==> config.mk <==
export PLATFORM = sky130hd
export DESIGN_NAME = mem_port_arbiter
export DESIGN_NICKNAME = d
export VERILOG_FILES = /design/src/rtl/mem_port_arbiter.sv
export SDC_FILE = /design/constraint.sdc
export NUM_CORES = 1
export LEC_CHECK = 0
export CAP_MARGIN = 20
export CORE_MARGIN = 8
export CORE_UTILIZATION = 41
export DETAILED_ROUTE_END_ITERATION = 6
export PLACE_DENSITY_LB_ADDON = 0.2
export REMOVE_ABC_BUFFERS = 1
export SLEW_MARGIN = 25
export SYNTH_ARGS = -nofsm -noshare
export SYNTH_HDL_FRONTEND = slang
export SYNTH_SLANG_ARGS = --single-unit
==> constraint.sdc <==
create_clock -name clk -period 2.62 [get_ports clk]
set_clock_uncertainty 0.2 [all_clocks]
set_input_delay 0.524 -clock clk [delete_from_list [all_inputs] [get_ports clk]]
set_output_delay 0.524 -clock clk [all_outputs]
set_load 0.03 [all_outputs]
==> src/rtl/mem_port_arbiter.sv <==
// mem_port_arbiter
// Shares one single-port synchronous memory between the instruction-fetch
// requester (I) and the load/store requester (D). One transaction in flight,
// fixed priority D over I, with a starvation override that forces an I grant
// after STARVE_LIMIT consecutive D grants while I was waiting.
`timescale 1ns/1ps
module mem_port_arbiter #(
  parameter int ADDR_W       = 32,
  parameter int DATA_W       = 32,
  parameter int MEM_LATENCY  = 1,
  parameter int STARVE_LIMIT = 4
) (
  input  logic              clk,
  input  logic              reset,
  // D (load/store) requester
  input  logic              d_req_valid,
  output logic              d_req_ready,
  input  logic [ADDR_W-1:0] d_req_addr,
  input  logic              d_req_we,
  input  logic [DATA_W-1:0] d_req_wdata,
  output logic              d_resp_valid,
  output logic [DATA_W-1:0] d_resp_rdata,
  // I (fetch) requester
  input  logic              i_req_valid,
  output logic              i_req_ready,
  input  logic [ADDR_W-1:0] i_req_addr,
  output logic              i_resp_valid,
  output logic [DATA_W-1:0] i_resp_rdata,
  // memory side
  output logic              mem_en,
  output logic              mem_we,
  output logic [ADDR_W-1:0] mem_addr,
  output logic [DATA_W-1:0] mem_wdata,
  input  logic [DATA_W-1:0] mem_rdata,
  output logic              busy
);

  // Counter widths: the starve counter must hold STARVE_LIMIT itself, the
  // latency counter must hold MEM_LATENCY-1.
  localparam int CNT_W = (STARVE_LIMIT < 1) ? 1 : $clog2(STARVE_LIMIT + 1);
  localparam int LAT_W = (MEM_LATENCY < 2) ? 1 : $clog2(MEM_LATENCY);
  localparam logic [CNT_W-1:0] STARVE_MAX = CNT_W'(STARVE_LIMIT);
  localparam logic [LAT_W-1:0] LAT_LOAD   = LAT_W'(MEM_LATENCY - 1);

  typedef enum logic [1:0] {
    ST_IDLE  = 2'd0,
    ST_ISSUE = 2'd1,
    ST_WAIT  = 2'd2,
    ST_RESP  = 2'd3
  } state_t;

  state_t            state_q;
  logic [CNT_W-1:0]  starve_cnt_q;
  logic [CNT_W-1:0]  starve_cnt_d;
  logic [LAT_W-1:0]  wait_cnt_q;
  logic              owner_i_q;     // 1 = current transaction belongs to I
  logic              we_q;          // current transaction is a store
  logic              mem_en_q;
  logic              mem_we_q;
  logic [ADDR_W-1:0] mem_addr_q;
  logic [DATA_W-1:0] mem_wdata_q;
  logic              d_resp_valid_q;
  logic [DATA_W-1:0] d_resp_rdata_q;
  logic              i_resp_valid_q;
  logic [DATA_W-1:0] i_resp_rdata_q;

  logic              idle_ok;
  logic              force_i;
  logic              d_grant;
  logic              i_grant;

  // Grant selection in IDLE and next value of the starvation counter.
  always_comb begin
    idle_ok      = (state_q == ST_IDLE) && !reset;
    force_i      = i_req_valid && (STARVE_LIMIT != 0) && (starve_cnt_q == STARVE_MAX);
    i_grant      = idle_ok && i_req_valid && (force_i || !d_req_valid);
    d_grant      = idle_ok && d_req_valid && !force_i;
    starve_cnt_d = starve_cnt_q;
    if (i_grant) begin
      starve_cnt_d = '0;
    end else if (d_grant && i_req_valid) begin
      if (starve_cnt_q != STARVE_MAX) begin
        starve_cnt_d = starve_cnt_q + CNT_W'(1);
      end else begin
        starve_cnt_d = starve_cnt_q;
      end
    end else if ((state_q == ST_IDLE) && !i_req_valid) begin
      starve_cnt_d = '0;
    end else begin
      starve_cnt_d = starve_cnt_q;
    end
  end

  // Transaction FSM with registered memory strobes and response outputs.
  always_ff @(posedge clk) begin
    if (reset) begin
      state_q        <= ST_IDLE;
      starve_cnt_q   <= '0;
      wait_cnt_q     <= '0;
      owner_i_q      <= 1'b0;
      we_q           <= 1'b0;
      mem_en_q       <= 1'b0;
      mem_we_q       <= 1'b0;
      mem_addr_q     <= '0;
      mem_wdata_q    <= '0;
      d_resp_valid_q <= 1'b0;
      d_resp_rdata_q <= '0;
      i_resp_valid_q <= 1'b0;
      i_resp_rdata_q <= '0;
    end else begin
      starve_cnt_q <= starve_cnt_d;
      case (state_q)
        ST_IDLE: begin
          if (d_grant) begin
            owner_i_q   <= 1'b0;
            we_q        <= d_req_we;
            mem_en_q    <= 1'b1;
            mem_we_q    <= d_req_we;
            mem_addr_q  <= d_req_addr;
            mem_wdata_q <= d_req_wdata;
            state_q     <= ST_ISSUE;
          end else if (i_grant) begin
            owner_i_q  <= 1'b1;
            we_q       <= 1'b0;
            mem_en_q   <= 1'b1;
            mem_we_q   <= 1'b0;
            mem_addr_q <= i_req_addr;
            state_q    <= ST_ISSUE;
          end else begin
            state_q <= ST_IDLE;
          end
        end
        ST_ISSUE: begin
          // The strobe lives for exactly this one cycle.
          mem_en_q   <= 1'b0;
          mem_we_q   <= 1'b0;
          wait_cnt_q <= LAT_LOAD;
          state_q    <= ST_WAIT;
        end
        ST_WAIT: begin
          if (wait_cnt_q == '0) begin
            if (owner_i_q) begin
              i_resp_valid_q <= 1'b1;
              i_resp_rdata_q <= mem_rdata;
            end else begin
              d_resp_valid_q <= 1'b1;
              d_resp_rdata_q <= we_q ? '0 : mem_rdata;
            end
            state_q <= ST_RESP;
          end else begin
            wait_cnt_q <= wait_cnt_q - LAT_W'(1);
          end
        end
        ST_RESP: begin
          d_resp_valid_q <= 1'b0;
          i_resp_valid_q <= 1'b0;
          state_q        <= ST_IDLE;
        end
        default: begin
          mem_en_q       <= 1'b0;
          mem_we_q       <= 1'b0;
          d_resp_valid_q <= 1'b0;
          i_resp_valid_q <= 1'b0;
          state_q        <= ST_IDLE;
        end
      endcase
    end
  end

  assign d_req_ready  = d_grant;
  assign i_req_ready  = i_grant;
  assign d_resp_valid = d_resp_valid_q;
  assign d_resp_rdata = d_resp_rdata_q;
  assign i_resp_valid = i_resp_valid_q;
  assign i_resp_rdata = i_resp_rdata_q;
  assign mem_en       = mem_en_q;
  assign mem_we       = mem_we_q;
  assign mem_addr     = mem_addr_q;
  assign mem_wdata    = mem_wdata_q;
  assign busy         = (state_q != ST_IDLE);

endmodule

==> results of run 1 <==
## worst min-delay path by stage
stage	endpoint	start
floorplan	starve_cnt_q[1]$_SDFFE_PP0P_	starve_cnt_q[1]$_SDFFE_PP0P_
global placement	d_resp_rdata[28]$_SDFFE_PP0P_	d_resp_rdata[28]$_SDFFE_PP0P_
detailed placement	d_resp_rdata[19]$_SDFFE_PP0P_	d_resp_rdata[19]$_SDFFE_PP0P_
CTS	mem_we$_SDFFE_PP0P_	reset
global route	we_q$_SDFFE_PP0P_	reset
finish	mem_we$_SDFFE_PP0P_	reset
## logic make-up after synthesis
group | Yosys count | share of synthesized area [%]
AOI/OAI and AO/OA | 179 | 19.6
adders and majority gates | 7 | 1.52
buffers and inverters | 91 | 8.11
DFF | 139 | 48.2
muxes | 23 | 3.99
and+or+nand+nor | 206 | 18.6
## critical path: cells and delay by family, from the launching register on
family	cells	cell delay (ns)
fa+ha+maj	1	0.20
buf+inv	3	0.43
flops	1	0.35
simple gates	2	0.40
## state kept, by name, indices dropped and copies added (netlist names)
register	count
d_resp_rdata	32
d_resp_valid	1
i_resp_rdata	32
i_resp_valid	1
mem_addr	32
mem_en	1
mem_wdata	32
mem_we	1
owner_i_q	1
starve_cnt_q	3
state_q	2
we_q	1
## power by group through the flow
stage | Sequential, mW | Combinational (mW) | Clock (mW)
3_5_place_dp | 2.34 | 1.07 | 0
4_1_cts | 2.29 | 1.07 | 2.48
5_1_grt | 2.31 | 1.13 | 2.59
3_3_place_gp | 2.33 | 1.05 | 0
6_report | 2.29 | 1.06 | 2.43
2_1_floorplan | 2.54 | 0.288 | 0
## area by class of cell
| type | instances | share of cell area, % |
|---|---|---|
| clock buffer | 18 | 4.73 |
| clock inverter | 14 | 1.89 |
| inverter | 32 | 1.32 |
| multi-input combinational | 415 | 27.8 |
| sequential | 139 | 30.7 |
| tap | 180 | 2.48 |
| timing repair buffer | 284 | 31.2 |
## placed cells by master, fill, tap and decap left out, types with 4 or more instances in the layout
cell	count
mux2i_1	23
nand2_1	100
a31oi_1	9
nand2b_1	4
a31o_2	51
and3_1	32
a31o_1	4
inv_1	32
clkdlybuf4s50_1	263
clkbuf_16	17
o21ai_0	14
nor2_1	4
dfxtp_1	138
nand3b_1	33
nand3_1	19
ha_1	7
buf_4	17
a21oi_1	96
## what timing repair did
item,in CTS,in global routing
pin swaps,0,0
gates resized for setup,1,1
setup buffers,0,0
endpoints found under the setup margin,1,1
## layer usage
| layer | GRT usage, % | share of wire [%] |
|---|---|---|
| met1 | 23.3 | 39 |
| met2 | 33.5 | 46 |
| met3 | 10.5 | 12 |
| met4 | 8.55 | 2.6 |
| met5 | 0 | 0 |
## through the flow
step / hold slack [ns] / cells
final: 0.143 / 1082
after global routing: 0.131 / 1082
after CTS: 0.118 / 1082
after detailed placement: 0.246 / 1050
after global placement: 0.238 / 1050
after floorplan: 0.243 / 586
==> results by stage, run 1 <==
Layout:
- The number of fill cells is 1,128.
- Of the cells placed in the final design, the portion with a size suffix greater than 1 is 12.1%.
- With fillers left out, the area of the finished cells amounts to 9080 um2.
- Summing all multi-input logic gate instances after layout gives 2520 um2.
- The synthesis-to-finish area growth is 57.4%.
- The sequential cell area is 2780 um2.
- The repair_antennas step left the layout with diodes totalling 0.
- The final-stage net count is 1,029.
- At the end of the flow the core is filled with cells to 65.7%.

Timing:
- The minimum period implied by the final worst setup slack is 2.51 ns.
- The worst-case headroom to the max-slew limit is 32.2%.
- Timing would allow up to 398 MHz.
- The post-layout worst setup margin is 0.110 ns.
- At the pin with the least slew margin, the transition time is 1.02 ns.
- The final setup violation count is 0.
- The number of hold violations in the final report was 0.
- The part of the cycle the worst path needs is 95.8%.
- For the final routed database, the setup TNS stands at 0 ns.
- The number of max-slew violations in the final report was 0.
- Setup repair after global routing left no endpoint under its margin.

Placement:
- The worst slack after detailed placement is 0.208 ns.
- After legalization and detailed placement, the total HPWL measured 14,200 um.
- Input and output buffers added on the ports amount to 267.
- The cell area after placement is 8480 um2.
- At the end of routability-driven placement, the weighted congestion stood at 0.788.

Pwr:
- The power after layout is 5.79 mW.
- The share of total power consumed by net switching is 26.5%.
- Sequential cells burn 39.7% of the power.
- Dividing total power by cell area gives a power density of 637 nW/um2.
- The net switching power is 1.53 mW.
- In this run the static leakage power is 3.43 nW.
- The part of the power in combinational logic is 18.3%.
- The internal power of the cells totals 4.25 mW.
- The worst voltage drop across the vdd grid is 435 uV.
- The share of power burned in the clock network is 42.0%.

Clock network:
- TritonCTS built the clock tree.
- The number of buffers inserted during clock tree synthesis is 17.
- After clock tree synthesis, the clock-pin slew on the worst setup and hold paths is 0.06 ns.
- After clock tree synthesis, the flow added hold-fix buffers numbering 0.
- The clock passes through at most 2 buffers.
- The number of sinks handled by clock tree synthesis is 139.
- At the later pin of the worst-skew pair, clock insertion delay measures 0.41 ns.
- The cell at the root of the clock tree is clkbuf_16.
- The H-tree generated during clock tree synthesis spans 4 levels.

Floorplan:
- 268 I/O pins were placed.
- The count of standard-cell rows is 43.
- The die is 135 um tall.
- The total area inside the core boundary comes to 13,800 um2.
- The starting utilization of the core area is 41.7%.
- The x dimension of the die is 135 um.
- The die area is 18,100 um2.

Synth:
- In the post-synthesis netlist, the biggest area contributors are dfxtp_1, a21oi_1, a31o_2, nand2_1, nand3b_1.
- After synthesis the netlist holds a flip-flop and latch count of 139.
- The largest total area in the synthesized netlist belongs to dfxtp_1.
- After synthesis, the share of flip-flops with an asynchronous set or reset is 0%.
- In the synthesized netlist, the cells that appear most often are dfxtp_1, nand2_1, a21oi_1.
- The most used flip-flop cell after synthesis is dfxtp_1.
- The area of the mapped netlist is 5770 um2.
- The most common cell in the netlist is dfxtp_1.
- The number of enable-type register cells in the synthesized netlist is 0.
- The warning count from the yosys run is 0.
- Counting every instance in the synthesized netlist gives 645.
- Synthesis instantiated 34 different standard cells from the library.
- The synthesized design devotes to its leading area cell type 48.2% of total area.
- The average instance area after synthesis is 8.94 um2.
- Sequential cells were found to cover 48.2% of the synthesized design area.

Route:
- The total number of vias is 5,678.
- The average via count per standard cell is 5.25.
- In this run the remaining antenna-violating nets after routing total 0.
- The total iterations of the first detailed-routing run is 4.
- The first routing iteration left 335 violations.
- For this block, the routed nets add up to 19,700 um of wire.
- The count of unresolved DRC violations after routing is 0.
- The average wire per standard cell is 18.2 um.

Critical path:
- The number of cells traversed by the worst register-to-register path is 7.
- The worst setup path is captured at an output port.
- The startpoint class of the critical path is a register.
- Counting stages on the worst path, the most repeated cell is buf_4.
- The first element of the critical path is state_q[1]$_SDFF_PP0_.
- In this run the critical register-to-register path is launched from state_q[1]$_SDFF_PP0_.
- In this run the critical register-to-register path is captured at mem_wdata[21]$_SDFFE_PP0P_.
- The data arrival time of the critical path is 1.79 ns.
- The critical setup path kind is reg -> out.
- The largest incremental delay on the critical path is 0.35 ns.
- The required time at the worst-slack endpoint is 1.90 ns.
- The critical path ends at i_req_ready.
- The maximum net fanout on the critical path is 10.
- For flop-to-flop paths, the worst setup slack is 0.56 ns.
- Among all stages on the critical path, the largest delay is contributed by dfxtp_1.
- Walking the worst path, the cells encountered are inv_1 > ha_1 > buf_4 > and3b_2 > and2_1 > buf_4.

Global route:
- The initial antenna violation count is 0.
- The number of global-route vias before repair was 5,740.
- After global routing the overflow that remains totals 0.
- Global routing used 21.0% of the available tracks.
- The global-route wire length before repair is 30,600 um.
- Entering global routing, the biggest net connects 88 pins.

Job:
- The max-cap check violation count is 0.

Status:
- The flow ran to the end, and the final reports show no timing, DRC or antenna violations.

Hold path:
- The tightest min-delay check is of the in -> reg type.
- The worst hold path was traced through 2 stages.
(Power assumes the default switching activity.)
==> run 2, diff against run 1 <==
--- a/config.mk
+++ b/config.mk
@@ -7,7 +7,7 @@
 export LEC_CHECK = 0
 export CAP_MARGIN = 20
 export CORE_MARGIN = 8
-export CORE_UTILIZATION = 41
+export CORE_UTILIZATION = 25
 export DETAILED_ROUTE_END_ITERATION = 6
 export PLACE_DENSITY_LB_ADDON = 0.2
 export REMOVE_ABC_BUFFERS = 1
==> run 2 against run 1 <==
Net effect: final cell count increased by 9.9%; final area grew 1.9%; setup slack better by 0.026 ns; flip-flop and latch count stayed put; non-clock buffer count grew 2; largest cell class unchanged; highest routed layer unchanged.
==> results by stage, run 2 (synthesis gave the netlist of run 1 again) <==
Clock network:
- The number of sinks handled by clock tree synthesis was 139 (unchanged).
- The clock input transition at the sequential cells of the worst setup and hold paths is 0.06 ns (about the same).
- TritonCTS built the clock tree.
- The number of buffers inserted during clock tree synthesis was 17 (unchanged).
- The maximum level of the CTS H-tree is 4 (unchanged).
- The number of buffers inserted by hold repair at cts is 0 (unchanged).
- The buffer levels on the longest clock path is 2 (unchanged).
- The clock insertion delay at the later pin of the skew report is 0.41 ns (about the same).
- CTS placed an instance of clkbuf_16 at the clock tree root.

Global route:
- The global-route wire length before repair is 32,500 um (+6.0%).
- The number of global-route vias before repair is 5,686 (-0.94%).
- The maximum number of pins on one net before global-route repair is 96 (+9.1%).
- The initial antenna violation count is 0 (unchanged).
- The total track usage came to 14.5% (-6.5 points).
- The total overflow reported by the global router is 0 (unchanged).

Timing:
- The part of the cycle the worst path needs was 94.8% (-1.0 points).
- The final setup violation count was 0 (unchanged).
- Setup repair after global routing left no endpoint under its margin.
- The worst-case headroom to the max-slew limit was 70.0% (+38 points).
- The minimum period implied by the final worst setup slack is 2.48 ns (-0.0262 ns).
- The number of hold violations in the final report is 0 (unchanged).
- The highest clock rate is 403 MHz (+1.1%).
- The transition at the pin with the smallest max-transition slack came to 0.450 ns (-0.566 ns).
- The post-layout worst setup margin is 0.136 ns (+0.0262 ns).
- The number of max-slew violations in the final report is 0 (unchanged).
- The summed negative setup slack over all endpoints was 0 ns (unchanged).

Floorplan:
- The count of standard-cell rows is 55 (+28%).
- The chip height is 168 um (+25%).
- The core footprint is 22,600 um2 (+64%).
- The count of boundary I/O pins is 268 (unchanged).
- The starting utilization of the core area is 25.5% (-16 points).
- The x dimension of the die came to 168 um (+25%).
- The die area is 28,200 um2 (+56%).

Pwr:
- The leakage power summed over all cells is 3.45 nW (+0.58%).
- The power density normalized to cell area is 633 nW/um2 (-0.70%).
- The worst voltage drop across the vdd grid came to 346 uV (-20%).
- The power after layout is 5.86 mW (+1.2%).

Placement:
- The half-perimeter wire length of the detailed placement result is 14,400 um (+0.95%).
- The worst slack after detailed placement was 0.117 ns (-0.0902 ns).
- The number of input and output port buffers inserted is 267 (unchanged).
- The weighted congestion reported at the end of routability-driven placement is 0.718 (-9.0%).

Critical path:
- The required time at the worst-slack endpoint was 1.90 ns (about the same).
- The worst setup slack for register-to-register paths is 0.66 ns (+0.10 ns).
- The worst setup path is launched from a register.
- The endpoint of the most critical register-to-register path is mem_wdata[28]$_SDFFE_PP0P_.
- The data arrival time of the critical path is 1.76 ns (-0.03 ns).
- The worst setup path is captured at an output port.
- The maximum net fanout on the critical path is 10 (unchanged).
- The critical path in this run is classified as reg -> out.
- The number of cells traversed by the worst register-to-register path was 7 (unchanged).
- The origin of the critical flop-to-flop path is state_q[0]$_SDFF_PP0_.

Layout:
- The number of fill cells is 2,317 (+110%).
- The final-stage net count is 1,031 (+0.19%).
- The sequential cell area is 2790 um2 (about the same).
- The multi-input gate area in the final layout came to 2530 um2 (+0.20%).
- From synthesis to final layout, the design area changed by 60.5%.
- In the layout the commonest cells are clkdlybuf4s50_1, dfxtp_1, nand2_1.
- Leaving out fill and tap cells, the most frequent cell in the layout is clkdlybuf4s50_1.
- The share of cells above drive strength 1 is 12.3% (+0.19 points).
- The number of antenna cells inserted is 0 (unchanged).

Route:
- The aggregate routed wire length was 21,000 um (+6.8%).
- The total number of vias is 5,555 (-2.2%).
- The total iterations of the first detailed-routing run is 6 (+2).
- The violation count after the first detailed-route iteration was 223 (-33%).
- The count of antenna-violating nets left after detailed routing is 0 (unchanged).
- The average via count per standard cell came to 4.67 (-11%).
- The count of unresolved DRC violations after routing was 0 (unchanged).
- The average wire per standard cell came to 17.6 um (-2.9%).

Status:
- The run finished with clean final reports.

Job:
- The max-cap check violation count is 0 (unchanged).

Hold path:
- The hold path startpoint is d_resp_rdata[18]$_SDFFE_PP0P_.
- The kind of path behind the tightest hold check is reg -> reg.
- The depth of the worst hold-timing path is 2 (unchanged).
- The path with the worst hold slack has its endpoint at d_resp_rdata[18]$_SDFFE_PP0P_.
-- run 2: cell types whose count changed in the layout (fill, tap and decap cells not counted) --
cell,delta
nand2_4,+1
clkinv_4,-1
nand2_2,-1
clkbuf_1,+1
dfxtp_2,+1
buf_12,+2
inv_6,+1
dfxtp_1,-1
clkinv_2,-1
-- run 2: power breakdown --
part           total [mW]  internal (mW)  switching, mW
Clock                2.49           1.51          0.986
Sequential           2.29           2.23         0.0607
Combinational        1.08          0.530          0.546
-- run 2: per-layer routing --
metal  wire length (um)  vias up  global-route usage (%)
li1                   -     2728                       -
met1               9340     2587                    18.0
met2               8890      227                    21.4
met3               2500       13                    7.46
met4                261        0                    4.31
met5                  0        -                       0
-- run 2: critical path, stage by stage (launching register included) --
cell and delay, ns:
dfxtp_2 0.33, inv_1 0.10, ha_1 0.18, buf_4 0.17, and3b_4 0.25, nand2_4 0.09, inv_1 0.08, buf_4 0.17
-- run 2: repair_timing --
action | 4_1_cts | 5_1_grt
gates resized for setup | 1 | 3
buffers inserted | 0 | 0
endpoints found under the setup margin | 1 | 1
-- run 2: how the worst max path moves through the flow --
stage | start | cells past startpoint | endpoint
3_5_place_dp | d_req_valid | 5 | d_req_ready
5_1_grt | state_q[0]$_SDFF_PP0_ | 7 | d_req_ready
6_report | state_q[0]$_SDFF_PP0_ | 7 | d_req_ready
3_3_place_gp | d_req_valid | 5 | d_req_ready
4_1_cts | state_q[0]$_SDFF_PP0_ | 7 | d_req_ready
2_1_floorplan | state_q[0]$_SDFF_PP0_ | 4 | i_req_ready
-- run 2: final cells by class --
type	instances	share of cell area [%]
sequential	139	30.1
clock buffer	19	4.68
inverter	32	1.30
multi-input combinational	415	27.3
tap	285	3.85
timing repair buffer	286	31.0
clock inverter	13	1.80
-- run 2: through the flow --
stage	util (%)	hold slack (ns)	area, um2	cells
finish	40.9	0.248	9260	1189
global route	40.9	0.265	9260	1189
detailed placement	38.2	0.244	8650	1157
global placement	38.2	0.239	8650	1157
CTS	40.9	0.253	9250	1189
floorplan	-	0.243	5420	586
==> run 3, diff against run 2 <==
--- a/config.mk
+++ b/config.mk
@@ -8,6 +8,7 @@
 export CAP_MARGIN = 20
 export CORE_MARGIN = 8
 export CORE_UTILIZATION = 25
+export CTS_BUF_LIST = sky130_fd_sc_hd__clkbuf_8
 export DETAILED_ROUTE_END_ITERATION = 6
 export PLACE_DENSITY_LB_ADDON = 0.2
 export REMOVE_ABC_BUFFERS = 1
==> run 3 against run 2 <==
Net effect: clock-buffer cell count down 2; sequential share of layout area grew 0.60 points; final area decreased by 2.0%; largest power group is now registers.
==> results by stage, run 3 (synthesis gave the netlist of run 1 again) <==
Clock network:
- Clock tree synthesis selected as its root buffer the cell clkbuf_8.
- The number of sinks handled by clock tree synthesis is 139 (unchanged).
- The clock insertion delay at the later pin of the skew report came to 0.42 ns (about the same).
- The number of setup buffers added after CTS is 0 (unchanged).
- The clock input transition at the sequential cells of the worst setup and hold paths is 0.09 ns (+0.03 ns).
- The CTS tree is yes.
- The buffer levels on the longest clock path is 2 (unchanged).
- The number of buffers inserted during clock tree synthesis is 17 (unchanged).
- The number of buffers inserted by hold repair at cts was 0 (unchanged).
- The maximum level of the CTS H-tree is 4 (unchanged).

Layout:
- The final-stage net count came to 1,031 (unchanged).
- The multi-input gate area in the final layout is 2530 um2 (about the same).
- Relative to the synthesized area, the layout overhead comes to 57.3%.
- The sequential cell area was 2790 um2 (unchanged).
- The number of antenna cells inserted is 0 (unchanged).
- The post-route standard cell area excluding fillers is 9080 um2 (-2.0%).
- In the layout the commonest cells are clkdlybuf4s50_1, dfxtp_1, nand2_1.
- The most common cell after layout, fill and taps aside is clkdlybuf4s50_1.
- The number of fill cells is 2,322 (+0.22%).
- The share of cells above drive strength 1 is 12.4% (+0.11 points).

Critical path:
- Walking the worst path, the cells encountered are inv_1 > ha_2 > buf_6 > and3b_4 > nand2_4 > inv_1 > buf_6.
- The number of cells traversed by the worst register-to-register path is 7 (unchanged).
- The required time at the worst-slack endpoint is 1.90 ns (about the same).
- The largest incremental delay on the critical path is 0.33 ns (about the same).
- The startpoint class of the critical path is a register.
- By startpoint and endpoint, the worst setup path is classified as reg -> out.
- The maximum net fanout on the critical path came to 10 (unchanged).
- The data arrival time of the critical path is 1.75 ns (about the same).
- The critical path capture point type is an output port.
- The slowest stage of the critical path belongs to the cell dfxtp_2.

Job:
- The max-cap check violation count came to 0 (unchanged).

Floorplan:
- The chip height is 168 um (unchanged).
- The core footprint is 22,600 um2 (unchanged).
- The count of standard-cell rows was 55 (unchanged).
- The starting utilization of the core area is 25.5% (unchanged).
- The count of boundary I/O pins is 268 (unchanged).
- The x dimension of the die was 168 um (unchanged).
- The die area is 28,200 um2 (unchanged).

Global route:
- The number of global-route vias before repair is 5,709 (+0.40%).
- The total overflow reported by the global router is 0 (unchanged).
- The global-route wire length before repair is 32,400 um (-0.17%).
- The initial antenna violation count was 0 (unchanged).
- The total track usage was 14.4% (-0.087 points).
- The maximum number of pins on one net before global-route repair is 96 (unchanged).

Route:
- The total iterations of the first detailed-routing run was 5 (-1).
- The aggregate routed wire length came to 20,900 um (-0.51%).
- The count of antenna-violating nets left after detailed routing came to 0 (unchanged).
- The average wire per standard cell is 17.6 um (-0.51%).
- The count of unresolved DRC violations after routing is 0 (unchanged).
- The total number of vias is 5,529 (-0.47%).
- The violation count after the first detailed-route iteration is 201 (-9.9%).
- The average via count per standard cell came to 4.65 (-0.47%).

Timing:
- The final setup violation count is 0 (unchanged).
- The post-layout worst setup margin is 0.150 ns (+0.0143 ns).
- The number of max-slew violations in the final report was 0 (unchanged).
- The minimum period implied by the final worst setup slack is 2.47 ns (-0.0143 ns).
- The part of the cycle the worst path needs is 94.3% (-0.55 points).
- The number of hold violations in the final report is 0 (unchanged).
- The worst-case headroom to the max-slew limit was 69.9% (-0.14 points).
- The worst hold slack is 0.253 ns (+0.00517 ns).
- The highest clock rate was 405 MHz (+0.58%).
- The transition at the pin with the smallest max-transition slack is 0.452 ns (+0.00216 ns).

Pwr:
- The power after layout is 5.22 mW (-11%).
- The worst voltage drop across the vdd grid is 270 uV (-22%).
- The leakage power summed over all cells is 3.37 nW (-2.2%).
- The fraction of power consumed by sequential logic was 43.8% (+4.7 points).
- The design internal power is 3.70 mW (-13%).
- The share of power burned in the clock network is 35.5% (-7.1 points).
- The power density normalized to cell area is 575 nW/um2 (-9.2%).
- The net switching power is 1.51 mW (-4.9%).
- The part of the power in combinational logic is 20.7% (+2.3 points).
- The share of total power consumed by net switching is 29.0% (+1.8 points).

Placement:
- The cell area after placement is 8650 um2 (unchanged).
- The weighted congestion reported at the end of routability-driven placement is 0.718 (unchanged).
- The worst slack after detailed placement is 0.117 ns (unchanged).
- The half-perimeter wire length of the detailed placement result was 14,400 um (unchanged).
- The number of input and output port buffers inserted is 267 (unchanged).

Hold path:
- The depth of the worst hold-timing path is 2 (unchanged).
- The kind of path behind the tightest hold check is reg -> reg.

Status:
- The run finished with clean final reports.
-- run 3: layout make-up --
cell class / instances / share of cell area, %
Tap cell: 285 / 3.93
Inverter: 32 / 1.32
Sequential cell: 139 / 30.7
Timing Repair Buffer: 286 / 31.7
Multi-Input combinational cell: 415 / 27.9
Clock buffer: 17 / 2.58
Clock inverter: 15 / 1.92
-- run 3: power by group through the flow --
stage | Sequential [mW] | Combinational, mW | Clock (mW)
2_1_floorplan | 2.54 | 0.288 | 0
3_3_place_gp | 2.33 | 1.09 | 0
3_5_place_dp | 2.33 | 1.09 | 0
4_1_cts | 2.29 | 1.09 | 1.94
5_1_grt | 2.30 | 1.15 | 2.03
6_report | 2.29 | 1.08 | 1.85
-- run 3: path summary, 6_finish.rpt --
check / end / slack (ns) / start
setup / recovery: d_req_ready / 0.15 / state_q[0]$_SDFF_PP0_
hold / removal: d_resp_rdata[18]$_SDFFE_PP0P_ / 0.25 / d_resp_rdata[18]$_SDFFE_PP0P_
setup reg to reg: mem_wdata[28]$_SDFFE_PP0P_ / 0.72 / state_q[0]$_SDFF_PP0_
hold reg to reg: d_resp_rdata[18]$_SDFFE_PP0P_ / 0.25 / d_resp_rdata[18]$_SDFFE_PP0P_
-- run 3: metrics by stage --
| stage | std cells | setup TNS [ns] | util, % |
|---|---|---|---|
| after floorplan | 586 | -0.556 | - |
| after global placement | 1157 | 0 | 38.2 |
| after detailed placement | 1157 | 0 | 38.2 |
| after CTS | 1189 | 0 | 40.0 |
| after global routing | 1189 | -0.00226 | 40.1 |
| final | 1189 | 0 | 40.1 |
-- run 3: critical path, delay by kind of cell (launching register included) --
family,cells,cell delay [ns]
buf+inv,4,0.47
flops,1,0.33
simple gates,2,0.33
fa+ha+maj,1,0.20
-- run 3: routing by layer --
layer / wire (um) / vias up / track usage (%)
li1: - / 2727 / -
met1: 9320 / 2564 / 17.9
met2: 8850 / 230 / 21.4
met3: 2550 / 8 / 7.74
met4: 161 / 0 / 3.38
met5: 0 / - / 0
-- run 3: what timing repair did --
| action | 4_1_cts | 5_1_grt |
|---|---|---|
| hold endpoints to repair | 0 | 0 |
| setup endpoints to repair | 2 | 2 |
| resized for setup | 2 | 5 |
